## src/rtl/bridge_pkg.sv

```systemverilog
// Shared types and constants for the CPU-to-device bridge.
package bridge_pkg;

  localparam int unsigned DATA_W  = 32;
  localparam int unsigned HWINT_W = 6;
  localparam logic [29:0] DEFAULT_BASE = 30'h0000_1FC0;

  typedef enum logic [1:0] {
    ST_IDLE   = 2'd0,
    ST_ACCESS = 2'd1,
    ST_RESP   = 2'd2
  } state_t;

  // Width of a channel index; at least one bit even for a single channel.
  function automatic int unsigned idx_w(input int unsigned n);
    return (n > 1) ? $clog2(n) : 1;
  endfunction

endpackage

```

## src/rtl/bridge_decode.sv

```systemverilog
// Address decoder: maps a CPU word address onto one of NDEV uniform windows.
module bridge_decode
  import bridge_pkg::*;
#(
  parameter int unsigned NDEV   = 4,
  parameter logic [29:0] BASE   = DEFAULT_BASE,
  parameter int unsigned SPAN_W = 2
) (
  input  logic [29:0]             pr_addr,
  output logic                    hit,
  output logic [idx_w(NDEV)-1:0]  idx
);

  localparam int unsigned DEC_W = $clog2(NDEV);
  localparam int unsigned IW    = idx_w(NDEV);
  localparam int unsigned SH    = SPAN_W + DEC_W;

  logic [29:0] idx_raw_c;

  // Upper bits must match the base block; the index field must name an existing channel.
  always_comb begin
    idx_raw_c = (pr_addr >> SPAN_W) & ((30'd1 << DEC_W) - 30'd1);
    hit       = ((pr_addr >> SH) == (BASE >> SH)) && (idx_raw_c < 30'(NDEV));
    idx       = IW'(idx_raw_c);
  end

endmodule

```

## src/rtl/multi_dev_bridge.sv

```systemverilog
// CPU-to-device bridge: one strobe/ack transaction per access with timeout, plus IRQ registering.
module multi_dev_bridge
  import bridge_pkg::*;
#(
  parameter int unsigned NDEV    = 4,
  parameter logic [29:0] BASE    = DEFAULT_BASE,
  parameter int unsigned SPAN_W  = 2,
  parameter int unsigned TIMEOUT = 15
) (
  input  logic                   clk,
  input  logic                   reset,
  input  logic                   pr_req,
  input  logic                   pr_wen,
  input  logic [29:0]            pr_addr,
  input  logic [3:0]             pr_be,
  input  logic [31:0]            pr_dout,
  output logic [31:0]            pr_din,
  output logic                   pr_rdy,
  output logic                   pr_err,
  output logic [NDEV-1:0]        dev_stb,
  output logic                   dev_we,
  output logic [SPAN_W-1:0]      dev_addr,
  output logic [3:0]             dev_be,
  output logic [31:0]            dev_dat_i,
  input  logic [NDEV*32-1:0]     dev_dat_o,
  input  logic [NDEV-1:0]        dev_ack,
  input  logic [NDEV-1:0]        dev_irq,
  output logic [5:0]             hwint
);

  localparam int unsigned IW    = idx_w(NDEV);
  localparam int unsigned CNT_W = $clog2(TIMEOUT + 1);

  state_t             state;
  logic [CNT_W-1:0]   cnt;
  logic [IW-1:0]      idx_q;
  logic               hit_c;
  logic [IW-1:0]      idx_c;
  logic               ack_c;
  logic [DATA_W-1:0]  rdata_c;

  bridge_decode #(
    .NDEV   (NDEV),
    .BASE   (BASE),
    .SPAN_W (SPAN_W)
  ) u_decode (
    .pr_addr (pr_addr),
    .hit     (hit_c),
    .idx     (idx_c)
  );

  // Select ack and read data of the latched channel only; other channels are ignored.
  always_comb begin
    ack_c   = 1'b0;
    rdata_c = '0;
    for (int unsigned i = 0; i < NDEV; i++) begin
      if (idx_q == IW'(i)) begin
        ack_c   = dev_ack[i];
        rdata_c = dev_dat_o[i*DATA_W +: DATA_W];
      end
    end
  end

  // Transaction FSM with registered device strobes and CPU response.
  always_ff @(posedge clk or posedge reset) begin
    if (reset) begin
      state     <= ST_IDLE;
      cnt       <= '0;
      idx_q     <= '0;
      pr_rdy    <= 1'b0;
      pr_err    <= 1'b0;
      pr_din    <= '0;
      dev_stb   <= '0;
      dev_we    <= 1'b0;
      dev_addr  <= '0;
      dev_be    <= '0;
      dev_dat_i <= '0;
    end else begin
      case (state)
        ST_IDLE: begin
          if (pr_req) begin
            dev_we    <= pr_wen;
            dev_addr  <= SPAN_W'(pr_addr);
            dev_be    <= pr_be;
            dev_dat_i <= pr_dout;
            idx_q     <= idx_c;
            cnt       <= '0;
            if (hit_c) begin
              state   <= ST_ACCESS;
              dev_stb <= NDEV'(1) << idx_c;
            end else begin
              state  <= ST_RESP;
              pr_rdy <= 1'b1;
              pr_err <= 1'b1;
              pr_din <= '0;
            end
          end
        end
        ST_ACCESS: begin
          if (ack_c) begin
            state   <= ST_RESP;
            dev_stb <= '0;
            pr_rdy  <= 1'b1;
            pr_err  <= 1'b0;
            pr_din  <= dev_we ? '0 : rdata_c;
          end else if (cnt == CNT_W'(TIMEOUT - 1)) begin
            state   <= ST_RESP;
            dev_stb <= '0;
            pr_rdy  <= 1'b1;
            pr_err  <= 1'b1;
            pr_din  <= '0;
          end else begin
            cnt <= cnt + CNT_W'(1);
          end
        end
        ST_RESP: begin
          state  <= ST_IDLE;
          pr_rdy <= 1'b0;
          pr_err <= 1'b0;
          pr_din <= '0;
        end
        default: state <= ST_IDLE;
      endcase
    end
  end

  // Device interrupt lines onto HWInt[7:2], one cycle late, unused bits zero.
  always_ff @(posedge clk or posedge reset) begin
    if (reset) hwint <= '0;
    else       hwint <= HWINT_W'(dev_irq);
  end

endmodule

```

## config.mk

```make
export PLATFORM = sky130hd
export DESIGN_NAME = multi_dev_bridge
export DESIGN_NICKNAME = d
export VERILOG_FILES = /design/src/rtl/bridge_pkg.sv /design/src/rtl/bridge_decode.sv /design/src/rtl/multi_dev_bridge.sv
export SDC_FILE = /design/constraint.sdc
export NUM_CORES = 1
export LEC_CHECK = 0
export CORE_ASPECT_RATIO = 0.6
export CORE_MARGIN = 2
export CORE_UTILIZATION = 39
export DETAILED_ROUTE_END_ITERATION = 8
export PLACE_DENSITY = 0.88
export SYNTH_ARGS = -nofsm -noshare
export SYNTH_HDL_FRONTEND = slang
export SYNTH_HIERARCHICAL = 1
export SYNTH_SLANG_ARGS = --single-unit
```

## constraint.sdc

```tcl
create_clock -name clk -period 6.1 [get_ports clk]
set_input_delay 1.83 -clock clk [delete_from_list [all_inputs] [get_ports clk]]
set_output_delay 1.83 -clock clk [all_outputs]
set_load 0.01 [all_outputs]
```

==> metrics list, run 1 <==
* Result of the run: finished with violations
- Violated checks: design-rule violations
* Final Hold Fails: 0
- Number of clock sinks: 89
- Antenna cell count: 0
* Vias per cell: 5.44
- After synthesis, the netlist uses 39 different library cells.
- Placeable core region: 10700 um2
- Yosys printed 6 warnings.
- Type of the setup path with the least slack: input pin to register
* Residual DRC: 15
- Cells along the critical path: clkdlybuf4s50_1, nor4_2, nand3b_1, nor4_2, or4bb_1, a32o_1
- From bottom edge to top edge, the die measures 85.7 um.
* Most common cell in the synthesized netlist: sky130_fd_sc_hd__dfrtp_1
* Pwr dens: 220 nW/um2
- R2R Path Start: state[0]
- Pin count of the biggest net entering global routing: 90
- Buffers inserted during clock tree synthesis total 9.
* Area of the mapped netlist: 4340 um2
- Synth Instances: 286
- Post-detailed-routing wire length: 14000 um
* CTS tree: built
- Summing all flip-flop and latch instances after layout gives 2230 um2.
- Once layout is complete, the cells apart from fillers number 703.
- The congestion estimate from routability-driven global placement came to 0.758.
- The tool flagged a number of max-cap violations equal to 0.
* Number of vias in the routed layout: 3826
- Total Nets Final: 768
- Counting instances, the worst hold path has a depth of 1.
- Cells on worst reg2reg path: 3
- Fill cells in the final layout number 779.
- In this run the worst hold path is classified as register to register.
* Launching instance or port of the critical path: pr_addr[15]
* GR Util All Layers: 0.235
* RSZ-0062 raised after global routing: no
* Crit path DAT: 4110 ps
- Minimum setup slack among reg-to-reg paths: 3720 ps
* Number of core rows: 29
* Cell family with most CP delay: simple AND/OR/NAND/NOR gates
- The biggest area contributor in the post-synthesis netlist is sky130_fd_sc_hd__dfrtp_1.
* Required arrival time at the worst endpoint: 6320 ps
- Setup violations remaining at the end of the flow were counted as 0.
- Clock-pin slew was measured on the worst setup and hold paths at 60 ps.
- Clock Skews: 8.32 ps
* Post-synthesis sequential area ratio: 0.514
* Peak fanout along the critical path: 5
* Final critical delay including setup and external delays: 3890 ps
- The multi-input combinational cells in the finished layout cover a total of 1950 um2.
* Most prevalent standard cell on the critical path: sky130_fd_sc_hd__nor4_2
- In the synthesized netlist the async set-or-reset flop fraction comes to 1.00.
- The worst-case IR drop observed on VDD is 136 uV.
- Routed Antenna Nets: 0
* Via count of the first global-routing pass: 4055
- In the final layout, the share of cells above drive strength 1 is 0.176.
- First-pass GRT wire length: 21500 um
- Worst setup EP type: register
* Number of input and output port buffers inserted: 286
- Averaged over all synthesized cells, the footprint is 15.2 um2.
- During I/O placement, the number of pins put on the boundary was 289.
* Main synth FF type: sky130_fd_sc_hd__dfrtp_1
* Initial cell density of the core: 0.405
* Leading cell types by total area after synthesis: sky130_fd_sc_hd__dfrtp_1 (51%), sky130_fd_sc_hd__mux4_2 (17%), sky130_fd_sc_hd__mux2_2 (11%)
- Setup bufs post-CTS: 0
* Total global routing overflow: 0
- Die span in x: 140 um
- Leakage dissipation: 2.97 nW
* Stage delay of the slowest cell on the critical path: 640 ps
* Clock tree root buffer cell: sky130_fd_sc_hd__clkbuf_16
* Pins over their slew limit: 0
- Derived from the worst setup path, the maximum achievable clock frequency is 257 MHz.
- Headroom to the max-slew limit came out at 0.133.
- Total number of H-tree levels: 3
* Number of cells on the critical path: 6
- For the pin with the worst max-slew slack, the measured transition is 1300 ps.
- The number of buffers and inverters on the critical path is 1.
- The share of synthesized area in the top cell type comes to 0.514.
- Before antenna repair, the detailed router went through 6 iterations.
- CP endpoint: dev_stb[2]
- The number of hold buffers added after CTS was 0.
* Top cells by instance count after synthesis: sky130_fd_sc_hd__dfrtp_1 (89), sky130_fd_sc_hd__mux2_2 (41), sky130_fd_sc_hd__a32o_1 (36), sky130_fd_sc_hd__mux4_2 (33), sky130_fd_sc_hd__clkbuf_1 (14)
- Clock tree buffer depth: 2
- From synthesis to final layout, the design area changed by 74.5%.
- In this run, synthesis inferred 0 flip-flops with an integrated enable.
- After synthesis the netlist holds a flip-flop and latch count of 89.
- The worst setup path is launched from an input pin.
- Once the clock tree was built, the resizer swapped 0 gates to a different size.
- The number of antenna violations at the first check in global routing is 0.
- In the final routed layout, each cell accounts on average for 19.9 um.
- Post-route cell area: 7560 um2
- Including well taps, the total number of placed cells is 688.
- Detailed placement finished with a half-perimeter wire length of 10800 um.
- Final Total Pwr: 1.67 mW
- Final setup TNS: 0 ps
- Clock latency on the worst-skew pair, taken at its later pin, is 330 ps.
* Final critical-path share of the clock period: 0.637
- Area of the die: 12000 um2
* Number of DRC markers in iteration 0: 166
- Summing all placed instances gives a cell area of 7280 um2.
* Critical-path top delay cell: sky130_fd_sc_hd__or4bb_1
- The endpoint identified for the worst register-to-register timing path is pr_din[7].
[placed cells by master, fill, tap and decap left out, types with 2 or more instances in the layout]
| cell | synthesis | final |
|---|---|---|
| sky130_fd_sc_hd__inv_1 | 6 | 5 |
| sky130_fd_sc_hd__nor3_1 | 3 | 3 |
| sky130_fd_sc_hd__nand3_1 | 6 | 6 |
| sky130_fd_sc_hd__clkdlybuf4s50_1 | 0 | 286 |
| sky130_fd_sc_hd__clkbuf_16 | 0 | 9 |
| sky130_fd_sc_hd__clkbuf_1 | 14 | 3 |
| sky130_fd_sc_hd__nor2_1 | 2 | 2 |
| sky130_fd_sc_hd__o311ai_0 | 4 | 4 |
| sky130_fd_sc_hd__o211ai_1 | 2 | 2 |
| sky130_fd_sc_hd__nor4_2 | 2 | 2 |
| sky130_fd_sc_hd__conb_1 | 1 | 2 |
| sky130_fd_sc_hd__or4_1 | 2 | 2 |
| sky130_fd_sc_hd__and3_1 | 2 | 2 |
| sky130_fd_sc_hd__nor4_1 | 3 | 3 |
| sky130_fd_sc_hd__a32o_1 | 36 | 36 |
| sky130_fd_sc_hd__buf_4 | 7 | 5 |
| sky130_fd_sc_hd__mux2_2 | 41 | 41 |
| sky130_fd_sc_hd__ha_1 | 2 | 2 |
| sky130_fd_sc_hd__dfrtp_1 | 89 | 88 |
| sky130_fd_sc_hd__nand2_1 | 5 | 5 |
| sky130_fd_sc_hd__a21oi_1 | 2 | 2 |
| sky130_fd_sc_hd__mux4_2 | 33 | 33 |
[metrics by stage]
stage | hold slack (ps) | util | worst slack (ps)
floorplan | 471 | - | 1960
global placement | 488 | 0.680 | 1960
detailed placement | 495 | 0.680 | 1860
CTS | 509 | 0.707 | 2210
global route | 516 | 0.707 | 2090
finish | 504 | 0.707 | 2210
[cell type report]
type                            count  share of cell area
Clock buffer                       13              0.0331
Clock inverter                      2             0.00513
Inverter                            6             0.00331
Multi-Input combinational cell    163               0.258
Sequential cell                    89               0.295
Tap cell                          139              0.0230
Timing Repair Buffer              291               0.383
[flip-flops by register name, indices dropped and copies added (netlist names)]
register   flops
dev_dat_i     32
pr_din        32
cnt            4
dev_be         4
dev_stb        4
hwint          4
dev_addr       2
idx_q          2
state          2
dev_we         1
pr_err         1
pr_rdy         1
[where the power goes]
group          leakage [nW]  internal, mW  switching [mW]
clock network         0.140         0.328           0.214
logic                  1.69         0.304           0.157
registers              1.13         0.637          0.0266
total                  2.97          1.27           0.397
[cells by family after synthesis]
logic type | count (synthesis) | share of synthesized area
and+or+nand+nor | 35 | 0.0517
adders and majority gates | 2 | 0.00577
other | 1 | 0.000865
muxes | 74 | 0.278
buffers and inverters | 35 | 0.0413
AOI/OAI and AO/OA | 50 | 0.109
DFF | 89 | 0.514
[worst min path at each step]
stage                   from       endpoint  slack (ps)
2_1_floorplan         cnt[3]         cnt[3]         470
3_3_place_gp       dev_be[3]      dev_be[3]         490
3_5_place_dp    dev_dat_i[0]   dev_dat_i[0]         490
4_1_cts        dev_dat_i[29]  dev_dat_i[29]         510
5_1_grt        dev_dat_i[29]  dev_dat_i[29]         520
6_report       dev_dat_i[19]  dev_dat_i[19]         500
[metal layers]
layer	vias to the layer above	global-route usage	routed length, um
li1	1701	-	-
met1	1919	0.259	5090
met2	184	0.439	7450
met3	22	0.0787	1190
met4	0	0.0652	283
met5	-	0	0
No activity file was read; power rests on OpenSTA's default activity.
==> inputs of run 2 (changes only) <==
CORE_UTILIZATION = 36   (was 39)
PLACE_DENSITY = 0.82   (was 0.88)
clock period = 3.8 ns   (was 6.1 ns; I/O delays follow)
==> metrics list, run 2 (synthesized netlist as in run 1, its figures left out) <==
- The number of antenna violations at the first check in global routing is 0 (unchanged).
* Post-DP HPWL: 11300 um (+4.0%)
* Highest-count cells in the layout ignoring fill and taps: sky130_fd_sc_hd__clkdlybuf4s50_1 (286), sky130_fd_sc_hd__dfrtp_1 (87), sky130_fd_sc_hd__mux2_2 (41)
- The met1 capacity usage during global routing came to 0.264 (+0.00447).
- Maximum clock rate: 323 MHz
- Number of vias in the routed layout: 3811 (-0.39%)
* Vias per cell: 5.21 (-4.2%)
- Clock slew seen by the registers of the worst setup and hold paths: 60 ps (about the same)
* Number of clock sinks: 89 (unchanged)
- The total power density per cell area is 353 nW/um2 (+60%).
* Cts-stage hold buffer count: 0 (unchanged)
- Final critical delay including setup and external delays: 3100 ps
* Via count of the first global-routing pass: 4029 (-0.64%)
- The height of the chip is 89.0 um (+3.9%).
- The arrival time at the worst endpoint came to 3310 ps (-800 ps).
* Clock Power Share: 0.328 (+0.003)
- Leakage dissipation: 3.00 nW (+1.1%)
* Final critical-path share of the clock period: 0.816
- The final hold violation count is 0 (unchanged).
- Most prevalent standard cell on the critical path: sky130_fd_sc_hd__nor4_2
* Signed area change from the synthesized netlist to the final layout: 76.8%
- Largest registers: dev_dat_i x32, pr_din x32
- The power spent charging and discharging nets came to 671 uW (+69%).
- The final worst-path setup slack came to 700 ps (-1510 ps).
- Slew headroom: 0.402 (+0.269)
* RSZ-0062 raised after global routing: no
- The final weighted congestion in routability-driven placement was 0.774 (+2.2%).
- Result of the run: finished, final reports clean
* Type of the setup path with the least slack: input pin to register
- Clock tree buffer depth: 2 (unchanged)
* Global-route layer with the greatest usage: met2
* Final setup violating endpoints: 0 (unchanged)
- Cells along the critical path: clkdlybuf4s50_1, nor4_2, nand3b_1, nor4_2, or4bb_1, a32o_1
- The global-route track usage on met3 was 0.0653 (-0.0134).
* Die span in x: 146 um (+4.0%)
* Setup bufs post-CTS: 0 (unchanged)
- Fraction of final layout cells with drive strength greater than 1: 0.191 (+0.0154)
- TritonCTS built the clock tree.
* Most frequent standard cell in the layout excluding fill and tap cells: sky130_fd_sc_hd__clkdlybuf4s50_1
- The top-level I/O count was 289 (unchanged).
* Routed Antenna Nets: 0 (unchanged)
- Number of DRC markers in iteration 0: 145 (-13%)
- The number of port buffers came to 286 (unchanged).
- The worst-margin pin slew was 895 ps (-403 ps).
- The internal power of the cells is 2.03 mW (+60%).
- Skew-Pair Late Insertion Delay: 330 ps (about the same)
- The fraction of power spent switching nets came to 0.248 (+0.00972).
* Post-Layout Cell Count: 731 (+4.0%)
- Maximum vdd drop: 165 uV (+21%)
- The die area came to 13000 um2 (+8.0%).
* Power share of the sequential group: 0.394 (-0.004)
* Final setup TNS: 0 ps (unchanged)
* Cell family with most CP delay: simple AND/OR/NAND/NOR gates
- In this run the worst hold path is classified as register to register.
- The largest net degree at the start of global routing came to 57 (-37%).
* Initial cell density of the core: 0.376 (-0.0288)
- The first-pass iteration count of the detailed router was 4 (-2).
- GR Util All Layers: 0.217 (-0.0175)
* Residual DRC: 0 (-15)
- The count of buffering cells on the critical path with inverters included came to 1 (unchanged).
- Required arrival time at the worst endpoint: 4010 ps (-2310 ps)
- Max_cap viols: 0 (unchanged)
- The portion of total power attributed to combinational logic was 0.279 (+0.002).
* Crit path launch type: input pin
* Antenna cell count: 0 (unchanged)
- Number of core rows: 30 (+3.4%)
- The worst setup path is captured at a register.
* Clock tree root buffer cell: sky130_fd_sc_hd__clkbuf_16
* Total placed cells including tap cells: 715 (+3.9%)
- The global-route wire length before repair is 21800 um (+1.2%).
* Setup Slack @ Placement: 360 ps (-1500 ps)
- The number of nets in the final layout came to 774 (+0.78%).
- Filler instances: 865 (+11%)
* # resized after CTS: 0 (unchanged)
- Clock Skews: 11.3 ps (+2.97 ps)
- Total number of H-tree levels: 3 (unchanged)
- Critical-path top delay cell: sky130_fd_sc_hd__or4bb_1
- Met2 Track Usage GR: 0.390 (-0.0491)
* Post-detailed-routing wire length: 14100 um (+0.79%)
- Drt wl/cell: 19.3 um (-3.1%)
* Total global routing overflow: 0 (unchanged)
- The maximum fanout along the worst path is 5 (unchanged).
* Num CTS Buffers: 9 (unchanged)
- Placeable core region: 11500 um2 (+7.7%)
- The count of final max-slew check failures came to 0 (unchanged).
- Stage delay of the slowest cell on the critical path: 620 ps (-20 ps)
## run 2: final cells by class
type                       count  area (um2)  share of cell area
multi-input combinational    163        1960               0.256
clock inverter                 6        73.8             0.00963
tap                          160         200              0.0261
timing repair buffer         297        2950               0.384
sequential                    89        2230               0.291
inverter                       6        25.0             0.00326
clock buffer                  10         229              0.0299
## run 2: path summary, 6_finish.rpt
kind                       cells after the start            end          start  slack, ps
min in group asynchronous                      2   dev_dat_i[3]          reset       1290
max                                            6     dev_stb[2]    pr_addr[15]        700
max reg2reg                                    4     pr_din[31]       state[0]       1490
max in group asynchronous                      3      pr_din[4]          reset       1740
min reg2reg                                    1  dev_dat_i[31]  dev_dat_i[31]        500
min                                            1  dev_dat_i[31]  dev_dat_i[31]        500
## run 2: per-layer routing
metal / wire length, um / up-vias
li1: - / 1721
met1: 5540 / 1909
met2: 7410 / 171
met3: 995 / 10
met4: 172 / 0
met5: 0 / -
## run 2: through the flow
| step | area [um2] | total power, mW | util | hold WS (ps) |
|---|---|---|---|---|
| after detailed placement | 7360 | 1.84 | 0.639 | 495 |
| after floorplan | 4340 | 1.42 | - | 471 |
| after CTS | 7670 | 2.75 | 0.665 | 510 |
| after global routing | 7670 | 2.83 | 0.665 | 520 |
| final | 7670 | 2.70 | 0.665 | 505 |
| after global placement | 7360 | 1.82 | 0.639 | 489 |
## run 2: power groups by stage
stage	registers (mW)	logic, mW	clock network (mW)
2_1_floorplan	1.11	0.307	0
3_3_place_gp	1.08	0.745	0
3_5_place_dp	1.08	0.761	0
4_1_cts	1.07	0.763	0.921
5_1_grt	1.07	0.803	0.952
6_report	1.06	0.754	0.886
